===== src/rtl/mem4_arbiter.sv =====
// Purpose : round-robin two-requester controller for the byte-cell register memory.
// Latency : write ack 2 cycles after the IDLE grant cycle, read ack 3 cycles after it.
// Backpressure: requesters hold req until ack; the loser keeps req high and wins the next grant.
//
// Ports:
//   clk, rst                         clock, synchronous active-high reset
//   req_x/we_x/addr_x/wdata_x        requester x command (x = a, b)
//   ack_x/rdata_x                    one-cycle completion pulse and held read data
//   mem_sel/mem_we/mem_oe/mem_wdata  registered controls to the memory array
//   mem_rdata                        read bus from the array, sampled in RD_WAIT
//   busy/grant_b                     not-IDLE flag and current owner (1 = B)
module mem4_arbiter #(
   parameter int DATA_W = 8,
   parameter int ADDR_W = 2
) (
   input  logic                     clk,
   input  logic                     rst,
   input  logic                     req_a,
   input  logic                     we_a,
   input  logic [ADDR_W-1:0]        addr_a,
   input  logic [DATA_W-1:0]        wdata_a,
   output logic                     ack_a,
   output logic [DATA_W-1:0]        rdata_a,
   input  logic                     req_b,
   input  logic                     we_b,
   input  logic [ADDR_W-1:0]        addr_b,
   input  logic [DATA_W-1:0]        wdata_b,
   output logic                     ack_b,
   output logic [DATA_W-1:0]        rdata_b,
   output logic [(1<<ADDR_W)-1:0]   mem_sel,
   output logic                     mem_we,
   output logic                     mem_oe,
   output logic [DATA_W-1:0]        mem_wdata,
   input  logic [DATA_W-1:0]        mem_rdata,
   output logic                     busy,
   output logic                     grant_b
);

   localparam int NSEL = 1 << ADDR_W;

   typedef enum logic [1:0] {IDLE, ACCESS, RD_WAIT, ACK} state_t;

   state_t              state_q, state_d;
   logic                last_grant_q, last_grant_d;   // 1 = B was granted last
   logic                grant_b_q, grant_b_d;
   logic                cmd_we_q, cmd_we_d;
   logic [ADDR_W-1:0]   cmd_addr_q, cmd_addr_d;
   logic [NSEL-1:0]     mem_sel_q, mem_sel_d;
   logic                mem_we_q, mem_we_d;
   logic                mem_oe_q, mem_oe_d;
   logic [DATA_W-1:0]   mem_wdata_q, mem_wdata_d;     // doubles as the latched write data
   logic                ack_a_q, ack_a_d;
   logic                ack_b_q, ack_b_d;
   logic [DATA_W-1:0]   rdata_a_q, rdata_a_d;
   logic [DATA_W-1:0]   rdata_b_q, rdata_b_d;
   logic                busy_q, busy_d;
   logic                pick_b;
   logic [NSEL-1:0]     sel_onehot;
   logic                drive_mem;

   always_comb begin
      state_d      = state_q;
      last_grant_d = last_grant_q;
      grant_b_d    = grant_b_q;
      cmd_we_d     = cmd_we_q;
      cmd_addr_d   = cmd_addr_q;
      mem_wdata_d  = mem_wdata_q;
      rdata_a_d    = rdata_a_q;
      rdata_b_d    = rdata_b_q;
      pick_b       = 1'b0;

      case (state_q)
         IDLE: begin
            if (req_a || req_b) begin
               // On a tie the requester that did not win last time goes first.
               pick_b       = req_b && (!req_a || !last_grant_q);
               grant_b_d    = pick_b;
               last_grant_d = pick_b;
               cmd_we_d     = pick_b ? we_b    : we_a;
               cmd_addr_d   = pick_b ? addr_b  : addr_a;
               mem_wdata_d  = pick_b ? wdata_b : wdata_a;
               state_d      = ACCESS;
            end
         end
         ACCESS:  state_d = cmd_we_q ? ACK : RD_WAIT;
         RD_WAIT: begin
            if (grant_b_q) rdata_b_d = mem_rdata;
            else           rdata_a_d = mem_rdata;
            state_d = ACK;
         end
         ACK:     state_d = IDLE;
         default: state_d = IDLE;
      endcase

      // Outputs are registered, so they are decoded from the next state.
      sel_onehot             = '0;
      sel_onehot[cmd_addr_d] = 1'b1;
      drive_mem   = (state_d == ACCESS) || (state_d == RD_WAIT);
      mem_sel_d   = drive_mem ? sel_onehot : '0;
      mem_we_d    = (state_d == ACCESS) && cmd_we_d;
      mem_oe_d    = drive_mem && !cmd_we_d;
      ack_a_d     = (state_d == ACK) && !grant_b_d;
      ack_b_d     = (state_d == ACK) && grant_b_d;
      busy_d      = (state_d != IDLE);
   end

   always_ff @(posedge clk) begin
      if (rst) begin
         state_q      <= IDLE;
         last_grant_q <= 1'b1;
         grant_b_q    <= 1'b0;
         cmd_we_q     <= 1'b0;
         cmd_addr_q   <= '0;
         mem_sel_q    <= '0;
         mem_we_q     <= 1'b0;
         mem_oe_q     <= 1'b0;
         mem_wdata_q  <= '0;
         ack_a_q      <= 1'b0;
         ack_b_q      <= 1'b0;
         rdata_a_q    <= '0;
         rdata_b_q    <= '0;
         busy_q       <= 1'b0;
      end else begin
         state_q      <= state_d;
         last_grant_q <= last_grant_d;
         grant_b_q    <= grant_b_d;
         cmd_we_q     <= cmd_we_d;
         cmd_addr_q   <= cmd_addr_d;
         mem_sel_q    <= mem_sel_d;
         mem_we_q     <= mem_we_d;
         mem_oe_q     <= mem_oe_d;
         mem_wdata_q  <= mem_wdata_d;
         ack_a_q      <= ack_a_d;
         ack_b_q      <= ack_b_d;
         rdata_a_q    <= rdata_a_d;
         rdata_b_q    <= rdata_b_d;
         busy_q       <= busy_d;
      end
   end

   assign ack_a     = ack_a_q;
   assign ack_b     = ack_b_q;
   assign rdata_a   = rdata_a_q;
   assign rdata_b   = rdata_b_q;
   assign mem_sel   = mem_sel_q;
   assign mem_we    = mem_we_q;
   assign mem_oe    = mem_oe_q;
   assign mem_wdata = mem_wdata_q;
   assign busy      = busy_q;
   assign grant_b   = grant_b_q;

endmodule


===== config.mk =====
export PLATFORM = sky130hd
export DESIGN_NAME = mem4_arbiter
export DESIGN_NICKNAME = d
export VERILOG_FILES = /design/src/rtl/mem4_arbiter.sv
export SDC_FILE = /design/constraint.sdc
export NUM_CORES = 1
export LEC_CHECK = 0
export BUFFER_PORTS_ARGS = -buffer_cell sky130_fd_sc_hd__buf_2
export CAP_MARGIN = 20
export CORE_UTILIZATION = 45
export DETAILED_ROUTE_END_ITERATION = 7
export HOLD_SLACK_MARGIN = 0.1
export PLACE_DENSITY = 0.78
export SKIP_CTS_REPAIR_TIMING = 1
export SYNTH_ARGS = -nofsm -noshare
export SYNTH_HDL_FRONTEND = slang
export SYNTH_SLANG_ARGS = --single-unit

===== constraint.sdc =====
create_clock -name clk -period 2.27 [get_ports clk]
set_clock_uncertainty 0.15 [all_clocks]
set_input_delay 0.1135 -clock clk [delete_from_list [all_inputs] [get_ports clk]]
set_output_delay 0.1135 -clock clk [all_outputs]
set_load 0.1 [all_outputs]

==> results of run 1 <==
## where the power goes
group	switching, mW	internal, mW
clock	0.219	0.231
combinational	1.53	0.432
sequential	0.0887	0.885
## kinds of logic after synthesis
group	share of synthesized area, %
buf+inv	4.57
flops	49.6
mux	4.96
fa+ha+maj	3.88
compound gates	16.8
simple gates	20.2
## per-layer routing
metal | vias up | routed length (um)
met4 | 0 | 48
met2 | 52 | 2130
li1 | 800 | -
met3 | 8 | 249
met5 | - | 0
met1 | 736 | 1780
## layout make-up
class | count | area (um2) | share of cell area [%]
flip-flops and latches | 40 | 801 | 34.2
multi-input cells | 122 | 739 | 31.6
repair buffers | 99 | 651 | 27.8
well taps | 46 | 57.6 | 2.46
clock buffers | 6 | 41.3 | 1.76
clock inverters | 2 | 35.0 | 1.49
inverters | 5 | 18.8 | 0.801
## cell usage in the layout (no fill, tap or decap), drive strengths merged, types with 2 or more instances in the layout
cell	synthesis	layout
and3	2	2
dlygate4sd3	0	30
a211oi	8	8
o21ai	2	2
or2	2	2
dfxtp	40	40
nand2b	3	3
mux2i	8	8
nor2	17	17
inv	5	5
o32ai	2	2
nand3	8	8
nor4	2	2
nor2b	3	3
nand2	28	28
ha	5	5
buf	5	69
clkbuf	6	6
a21oi	20	20
nor3b	2	2
## registers in the layout, summed over array words and instances (netlist names), 2 cells and up
name        count
cmd_addr_q      2
mem_sel         4
mem_wdata       8
rdata_a         8
rdata_b         8
state_q         2
## metrics by stage
step / util, % / setup slack, ns / instance area (um2) / hold slack (ns) / instances
finish: 69.1 / 0.0710 / 2340 / 0.0997 / 320
global route: 69.1 / -0.00627 / 2340 / 0.120 / 320
CTS: 60.3 / 0.437 / 2040 / -0.138 / 290
detailed placement: 58.0 / 0.454 / 1970 / 0.225 / 282
global placement: 58.0 / 0.530 / 1970 / 0.220 / 282
floorplan: - / 0.342 / 1610 / 0.0995 / 178
## worst register-to-register path, delay by kind of cell (launching register included)
kind / cells / cell delay (ns)
simple gates: 3 / 0.51
flops: 1 / 0.34
fa+ha+maj: 1 / 0.27
buf+inv: 2 / 0.71
compound gates: 1 / 0.11
## worst min-delay path by stage
stage                       from         end  slack [ns]
floorplan           mem_rdata[0]  rdata_a[0]         0.1
global placement    mem_rdata[2]  rdata_a[2]        0.22
detailed placement  mem_rdata[4]  rdata_a[4]        0.23
CTS                 mem_rdata[4]  rdata_a[4]       -0.14
global route                 rst     grant_b        0.12
finish                       rst        busy         0.1
## Yosys cell counts
| library cell | instances |
|---|---|
| buf_1 | 1 |
| nand2_1 | 28 |
| and3_1 | 2 |
| buf_6 | 1 |
| nor4_1 | 2 |
| o21bai_1 | 1 |
| a21oi_1 | 20 |
| or2_2 | 1 |
| o21a_1 | 1 |
| a211o_1 | 1 |
| mux2i_1 | 8 |
| or2_1 | 1 |
| o32ai_4 | 1 |
| nor2b_1 | 3 |
| nor3b_2 | 1 |
| a21boi_1 | 1 |
| a211oi_1 | 8 |
| inv_1 | 5 |
| o21ai_0 | 2 |
| nand2b_1 | 3 |
| o211a_1 | 1 |
| ha_1 | 5 |
| or2b_1 | 1 |
| o32ai_2 | 1 |
| a22oi_1 | 1 |
| buf_4 | 1 |
| nor2_1 | 17 |
| nor3b_1 | 1 |
| and2_4 | 1 |
| clkbuf_1 | 6 |
| buf_2 | 2 |
| o2bb2ai_1 | 1 |
| nand3_1 | 8 |
| nor3_1 | 1 |
| dfxtp_1 | 40 |
==> impl_metrics.csv, run 1 <==
group,metric,value,unit
detailed_routing,routed_wl,4210,um
detailed_routing,vias,1596,
synth,yosysWarnings,0,
floorplan,coreArea,3390,um2
worst_setup_path,cp_num_cells,7,
synth,ys_ff_latch,40,
grt,grt_usage,17.3,%
layout,nets,312,
timing,hold_violations,0,
grt,grt_pass1_vias,1127,
detailed_routing,first_pass_iters,4,
clock_tree,htree_levels,2,
synth,syn-cell-area,1610,um2
worst_setup_path,cp_max_fo,5,
worst_setup_path,rr_worst_depth,7,
grt,grt_util_met1,22.7,%
floorplan,fp.dieH,61.9,um
clock_tree,path_clk_slew,0.11,ns
grt,grt_pass1_wl,4780,um
synth,yosysSeqAreaShare,49.6,%
detailed_routing,wire_per_inst,13.1,um
timing,max_freq,455,MHz
worst_setup_path,worstReg2RegStart,"state_q[0]",
synth,synth_area_per_cell,9.07,um2
worst_setup_path,cp-startpoint,"state_q[0]",
timing,fin_crit_sh,96.9,%
worst_setup_path,crit_required,2.34,ns
flow_run,max_cap_viol_count,0,
clock_tree,numCtsBuffers,5,
power_and_ir_drop,power.density,1450,nW/um2
grt,antenna_found_initial,0,
layout,antenna_cells,0,
placed_design,hpwl,2360,um
grt,grt_max_degree,35,
clock_tree,cts_tree,"yes",
worst_setup_path,path_buf_inv,2,
worst_setup_path,cpLargestDelayFamily,"buffers and inverters",
timing,setup_tns,0,ns
timing,setup_viol,0,
clock_tree,cts_sinks,40,
clock_tree,cts_root_buffer,"clkbuf_4",
worst_setup_path,worstSetupStartpointType,"flip-flop",
synth,synth_cell_types,35,
synth,syn-num-nets,217,
worst_setup_path,crit_end,"mem_sel[3]",
grt,grt.overflow.total,0,
synth,yosysTopAreaCell,"dfxtp_1",
timing,finalCriticalPeriod,2.20,ns
synth,synth_area_leaders,"dfxtp_1 50%, nand2_1 6.5%, a21oi_1 6.2%, mux2i_1 5.0%, nor2_1 4.0%",
worst_setup_path,arrival,2.27,ns
power_and_ir_drop,leakage,1.08,nW
floorplan,num_rows,21,
worst_setup_path,slowest_delay,0.58,ns
power_and_ir_drop,power,3.39,mW
placed_design,port_buffers,67,
detailed_routing,ant_nets,0,
clock_tree,clkLatencyLatePin,0.34,ns
detailed_routing,drc,0,
detailed_routing,drtIter0Drc,75,
grt,met2_usage,25.5,%
floorplan,die_w,61.9,um
worst_setup_path,crit_slowest_cell,"dlygate4sd3_1",
timing,slew-limit-headroom,58.4,%
floorplan,dieArea,3830,um2
worst_setup_path,cp-end-kind,"flip-flop",
timing,slew_viol_final,0,
placed_design,place_congestion,0.780,
grt,grt.busiest_layer,"met2",
min_path,hold_class,"primary input to flip-flop",
grt,met3_usage,6.83,%
layout,layout-drive-gt1-share,29.6,%
power_and_ir_drop,ir_drop,0.789,mV
worst_setup_path,crit_chain,"inv_1 -> ha_1 -> nand2_1 -> or2_2 -> a21oi_1 -> dlygate4sd3_1 -> nor4_1",
floorplan,initial_utilization,47.6,%
layout,syn_to_final_growth,45.2,%
worst_setup_path,rrSetupSlack,0.07,ns
floorplan,io_pins,68,
timing,tightest_slew,0.624,ns
worst_setup_path,criticalPathCategory,"flip-flop to flip-flop",
detailed_routing,avgViaCountPerCell,4.99,
min_path,hold_depth,2,
run_status,status,"finished clean",
synth,yosys.area.top_type_share,49.6,%
clock_tree,clockBufferDepth,2,
synth,synth_cells,178,
layout,nFillCells,273,
worst_setup_path,r2r-end,"mem_sel[3]",
Note: power is estimated with default switching activity, not from simulation.
==> run 2, diff against run 1 <==
--- a/config.mk
+++ b/config.mk
@@ -5,12 +5,12 @@
 export SDC_FILE = /design/constraint.sdc
 export NUM_CORES = 1
 export LEC_CHECK = 0
-export BUFFER_PORTS_ARGS = -buffer_cell sky130_fd_sc_hd__buf_2
 export CAP_MARGIN = 20
 export CORE_UTILIZATION = 45
 export DETAILED_ROUTE_END_ITERATION = 7
+export DONT_BUFFER_PORTS = 1
 export HOLD_SLACK_MARGIN = 0.1
-export PLACE_DENSITY = 0.78
+export PLACE_DENSITY = 0.62
 export SKIP_CTS_REPAIR_TIMING = 1
 export SYNTH_ARGS = -nofsm -noshare
 export SYNTH_HDL_FRONTEND = slang
==> run 2 against run 1 <==
Effect of this change: final area grew 0.75%; setup slack better by 0.065 ns; wire length decreased by 0.62%.
==> impl_metrics.csv, run 2 (synthesized netlist as in run 1, its figures left out) <==
group,metric,value,unit
floorplan,fp.dieH,61.9,um
min_path,hold_depth,3,
min_path,hold_path.startpoint,"req_a",
timing,hold_violations,0,
timing,tightest_slew,0.546,ns
clock_tree,path_clk_slew,0.11,ns
detailed_routing,drtIter0Drc,122,
layout,instances_no_fill,296,
clock_tree,cts_tree,"yes",
timing,setup_tns,0,ns
clock_tree,clkLatencyLatePin,0.34,ns
floorplan,die_w,61.9,um
floorplan,dieArea,3830,um2
worst_setup_path,cp-end-kind,"flip-flop",
min_path,hold_path_end,"mem_sel[3]",
layout,antenna_cells,0,
detailed_routing,ant_nets,0,
placed_design,place_congestion,0.786,
layout,nets,288,
placed_design,hpwl,2680,um
layout,syn_to_final_growth,46.3,%
flow_run,max_cap_viol_count,0,
layout,mostFrequentLayoutCell,"dfxtp_1",
grt,grt_pass1_vias,1248,
layout,layout-drive-gt1-share,20.0,%
min_path,hold_class,"primary input to flip-flop",
worst_setup_path,criticalPathCategory,"flip-flop to flip-flop",
detailed_routing,vias,1500,
grt,grt_max_degree,35,
layout,layout_common_cells,"40 x dfxtp_1, 37 x dlygate4sd3_1, 37 x buf_4",
clock_tree,htree_levels,2,
clock_tree,cts_sinks,40,
worst_setup_path,cp_max_fo,8,
layout,nFillCells,269,
floorplan,num_rows,21,
power_and_ir_drop,ir_drop,1.02,mV
placed_design,port_buffers,0,
power_and_ir_drop,power.density,1480,nW/um2
timing,setup_viol,0,
detailed_routing,wire_per_inst,14.1,um
detailed_routing,drc,0,
timing,max_freq,469,MHz
detailed_routing,first_pass_iters,4,
worst_setup_path,rr_worst_depth,6,
clock_tree,numCtsBuffers,5,
worst_setup_path,slowest_delay,0.56,ns
timing,fin_crit_sh,94.0,%
worst_setup_path,rrSetupSlack,0.14,ns
placed_design,dpl_worst_slack,0.437,ns
worst_setup_path,r2r-end,"rdata_a[4]",
grt,grt_pass1_wl,5290,um
timing,finalCriticalPeriod,2.13,ns
grt,antenna_found_initial,0,
run_status,status,"finished clean",
worst_setup_path,crit_slowest_cell,"dlygate4sd3_1",
worst_setup_path,crit_chain,"inv_1 -> ha_1 -> nor2b_1 -> nand2_1 -> a21oi_1 -> dlygate4sd3_1",
clock_tree,cts_root_buffer,"clkbuf_4",
floorplan,io_pins,68,
floorplan,coreArea,3390,um2
timing,slew-limit-headroom,63.5,%
grt,grt.overflow.total,0,
placed_design,dp_cells,250,
grt,grt_usage,19.7,%
worst_setup_path,worstReg2RegStart,"state_q[0]",
clock_tree,clockBufferDepth,2,
worst_setup_path,worstSetupStartpointType,"flip-flop",
floorplan,initial_utilization,47.6,%
power_and_ir_drop,leakage,1.00,nW
worst_setup_path,arrival,2.28,ns
timing,fin_ws,0.136,ns
worst_setup_path,crit_required,2.41,ns
detailed_routing,avgViaCountPerCell,5.07,
timing,slew_viol_final,0,
detailed_routing,routed_wl,4180,um
run 2: critical path, delay by kind of cell, from the launching register on:
family	cells	cell delay, ns
buffers and inverters	2	0.69
AND/OR/NAND/NOR	2	0.59
flip-flops	1	0.34
adder cells (fa/ha/maj)	1	0.18
AO/OA/AOI/OAI	1	0.14
run 2: layout make-up:
cell class              instances  area (um2)  share of cell area [%]
flip-flops and latches         40         801                    33.9
clock buffers                   6        41.3                    1.75
well taps                      46        57.6                    2.44
inverters                       5        18.8                   0.795
clock inverters                 2        35.0                    1.48
multi-input cells             122         739                    31.3
repair buffers                 75         668                    28.3
run 2: power by group:
part | total (mW) | internal (mW) | switching [mW]
clock | 0.451 | 0.231 | 0.220
sequential | 0.968 | 0.885 | 0.0831
combinational | 2.08 | 0.533 | 1.55
run 2: metrics by stage:
step / power, mW / area, um2 / hold slack, ns / util (%)
floorplan: 2.61 / 1610 / 0.0995 / -
detailed placement: 2.95 / 1890 / 0.0385 / 55.9
finish: 3.50 / 2360 / 0.103 / 69.7
CTS: 3.40 / 1970 / -0.340 / 58.1
global placement: 2.90 / 1890 / 0.0363 / 55.9
global route: 3.70 / 2360 / 0.103 / 69.7
run 2: worst max-delay path by stage:
stage               start    endpoint  slack [ns]  depth (start not counted)
2_1_floorplan     grant_b  rdata_b[6]        0.34                          4
3_3_place_gp   state_q[0]  mem_sel[3]        0.56                          7
3_5_place_dp   state_q[0]  mem_sel[2]        0.44                          6
4_1_cts        state_q[0]  mem_sel[2]        0.39                          6
5_1_grt        state_q[0]  rdata_a[1]     -0.0004                          6
6_report       state_q[0]  rdata_a[4]        0.14                          6
run 2: routing by layer:
| layer | share of wire, % | track usage, % | wire (um) |
|---|---|---|---|
| met1 | 39 | 20.1 | 1620 |
| met2 | 53 | 36.3 | 2220 |
| met3 | 6.7 | 7.25 | 278 |
| met4 | 1.4 | 7.62 | 57 |
| met5 | 0 | 0 | 0 |
==> run 3, diff against run 2 <==
--- a/config.mk
+++ b/config.mk
@@ -6,6 +6,8 @@
 export NUM_CORES = 1
 export LEC_CHECK = 0
 export CAP_MARGIN = 20
+export CORE_ASPECT_RATIO = 1.4
+export CORE_MARGIN = 10
 export CORE_UTILIZATION = 45
 export DETAILED_ROUTE_END_ITERATION = 7
 export DONT_BUFFER_PORTS = 1
==> run 3 against run 2 <==
Effect of this change: wire length rose by 19%; core utilization fell by 1.2 points; hold slack improved by 0.0067 ns; critical path type unchanged; critical endpoint is now rdata_b[7].
==> impl_metrics.csv, run 3 (synthesized netlist as in run 1, its figures left out) <==
group,metric,value,unit
layout,nets,284,
power_and_ir_drop,power,3.56,mW
clock_tree,numCtsBuffers,5,
power_and_ir_drop,leakage,0.986,nW
power_and_ir_drop,ir_drop,1.14,mV
grt,grt_pass1_vias,1462,
grt,grt_usage,13.4,%
timing,tightest_slew,0.518,ns
power_and_ir_drop,power_frac_clock,14.0,%
layout,antenna_cells,0,
power_and_ir_drop,sequentialPowerShare,27.1,%
worst_setup_path,worstSetupStartpointType,"flip-flop",
clock_tree,htree_levels,2,
flow_run,max_cap_viol_count,0,
timing,hold_violations,0,
worst_setup_path,cp-startpoint,"state_q[0]",
worst_setup_path,r2r-end,"rdata_b[7]",
grt,grt_max_degree,35,
timing,setup_tns,0,ns
floorplan,coreArea,3410,um2
worst_setup_path,rr_worst_depth,7,
placed_design,hpwl,3390,um
clock_tree,clkLatencyLatePin,0.28,ns
clock_tree,cts_tree,"yes",
detailed_routing,vias,1499,
worst_setup_path,cp-end-kind,"flip-flop",
worst_setup_path,arrival,2.10,ns
min_path,hold_path.startpoint,"req_b",
worst_setup_path,worstReg2RegStart,"state_q[0]",
clock_tree,clockBufferDepth,2,
timing,max_freq,495,MHz
worst_setup_path,crit_required,2.35,ns
detailed_routing,ant_nets,0,
timing,slew_viol_final,0,
floorplan,fp.dieH,90.9,um
detailed_routing,avgViaCountPerCell,5.26,
grt,grt_pass1_wl,6980,um
run_status,status,"finished clean",
timing,slew-limit-headroom,65.4,%
clock_tree,cts_root_buffer,"clkbuf_8",
clock_tree,cts_sinks,40,
detailed_routing,first_pass_iters,4,
grt,grt.overflow.total,0,
layout,syn_to_final_growth,44.6,%
detailed_routing,wire_per_inst,17.5,um
power_and_ir_drop,p_int,1.67,mW
min_path,hold_class,"primary input to flip-flop",
layout,fin_util,68.4,%
power_and_ir_drop,switching_share,53.1,%
layout,design_area,2330,um2
floorplan,io_pins,68,
worst_setup_path,criticalPathCategory,"flip-flop to flip-flop",
detailed_routing,routed_wl,4980,um
layout,layout_common_cells,"40 x dfxtp_1, 37 x buf_4, 33 x dlygate4sd3_1",
timing,setup_viol,0,
placed_design,postPlaceCellArea,1890,um2
floorplan,dieArea,6420,um2
detailed_routing,drc,0,
layout,nFillCells,271,
worst_setup_path,rrSetupSlack,0.25,ns
floorplan,initial_utilization,47.3,%
worst_setup_path,cp_max_fo,11,
power_and_ir_drop,p_comb_share,58.9,%
timing,fin_crit_sh,89.0,%
floorplan,num_rows,25,
worst_setup_path,crit_end,"rdata_b[7]",
grt,antenna_found_initial,0,
floorplan,die_w,70.6,um
placed_design,place_congestion,0.855,
timing,rsz0062_at_grt,"no",
detailed_routing,drtIter0Drc,53,
layout,mostFrequentLayoutCell,"dfxtp_1",
power_and_ir_drop,p_sw,1.89,mW
clock_tree,path_clk_slew,0.07,ns
layout,layout-drive-gt1-share,20.4,%
timing,finalCriticalPeriod,2.02,ns
placed_design,port_buffers,0,
power_and_ir_drop,power.density,1520,nW/um2
==> run 3: changes by cell type in the layout (fill, tap and decap cells not counted), sizes merged <==
| cell | change |
|---|---|
| bufinv | -1 |
| clkinv | -1 |
| dlygate4sd3 | -4 |
| clkbuf | +1 |
==> run 3: layer usage <==
metal	share of wire, %	wire, um	track usage [%]	vias up
li1	-	-	-	738
met1	36	1790	11.5	691
met2	53	2640	23.9	62
met3	9.2	457	8.03	8
met4	1.8	88	6.15	0
met5	0	0	0	-
==> run 3: final cells by class <==
type / count / area, um2 / share of cell area (%)
clock buffer: 7 / 96.3 / 4.13
inverter: 5 / 18.8 / 0.804
tap: 40 / 50.0 / 2.14
multi-input combinational: 122 / 739 / 31.7
timing repair buffer: 71 / 628 / 26.9
sequential: 40 / 801 / 34.3
==> run 3: how the worst min path moves through the flow <==
stage / end / slack [ns] / cells after the start
detailed placement: state_q[1] / 0.04 / 1
CTS: rdata_a[6] / -0.27 / 1
finish: last_grant_q / 0.11 / 3
global route: mem_oe / 0.13 / 4
global placement: state_q[1] / 0.04 / 1
floorplan: rdata_a[0] / 0.1 / 2
==> run 3: stage by stage <==
stage                     setup WS [ns]  hold slack, ns  std cells
after floorplan                   0.342          0.0995        178
after global placement            0.532          0.0360        244
after detailed placement          0.393          0.0391        244
after CTS                         0.330          -0.270        251
after global routing              0.156           0.131        285
final                             0.250           0.110        285
==> run 3: power groups by stage <==
stage | Clock [mW] | Sequential (mW) | Combinational [mW]
2_1_floorplan | 0 | 2.01 | 0.600
3_3_place_gp | 0 | 0.974 | 1.94
3_5_place_dp | 0 | 0.978 | 2.00
4_1_cts | 0.515 | 0.966 | 2.01
5_1_grt | 0.544 | 0.982 | 2.21
6_report | 0.498 | 0.966 | 2.09
==> run 3: critical path: stages (launching register included) <==
cell	delay, ns
dfxtp_1	0.35
inv_1	0.10
ha_1	0.20
buf_4	0.16
nand2_1	0.22
nand2_1	0.08
a21oi_1	0.15
dlygate4sd3_1	0.55
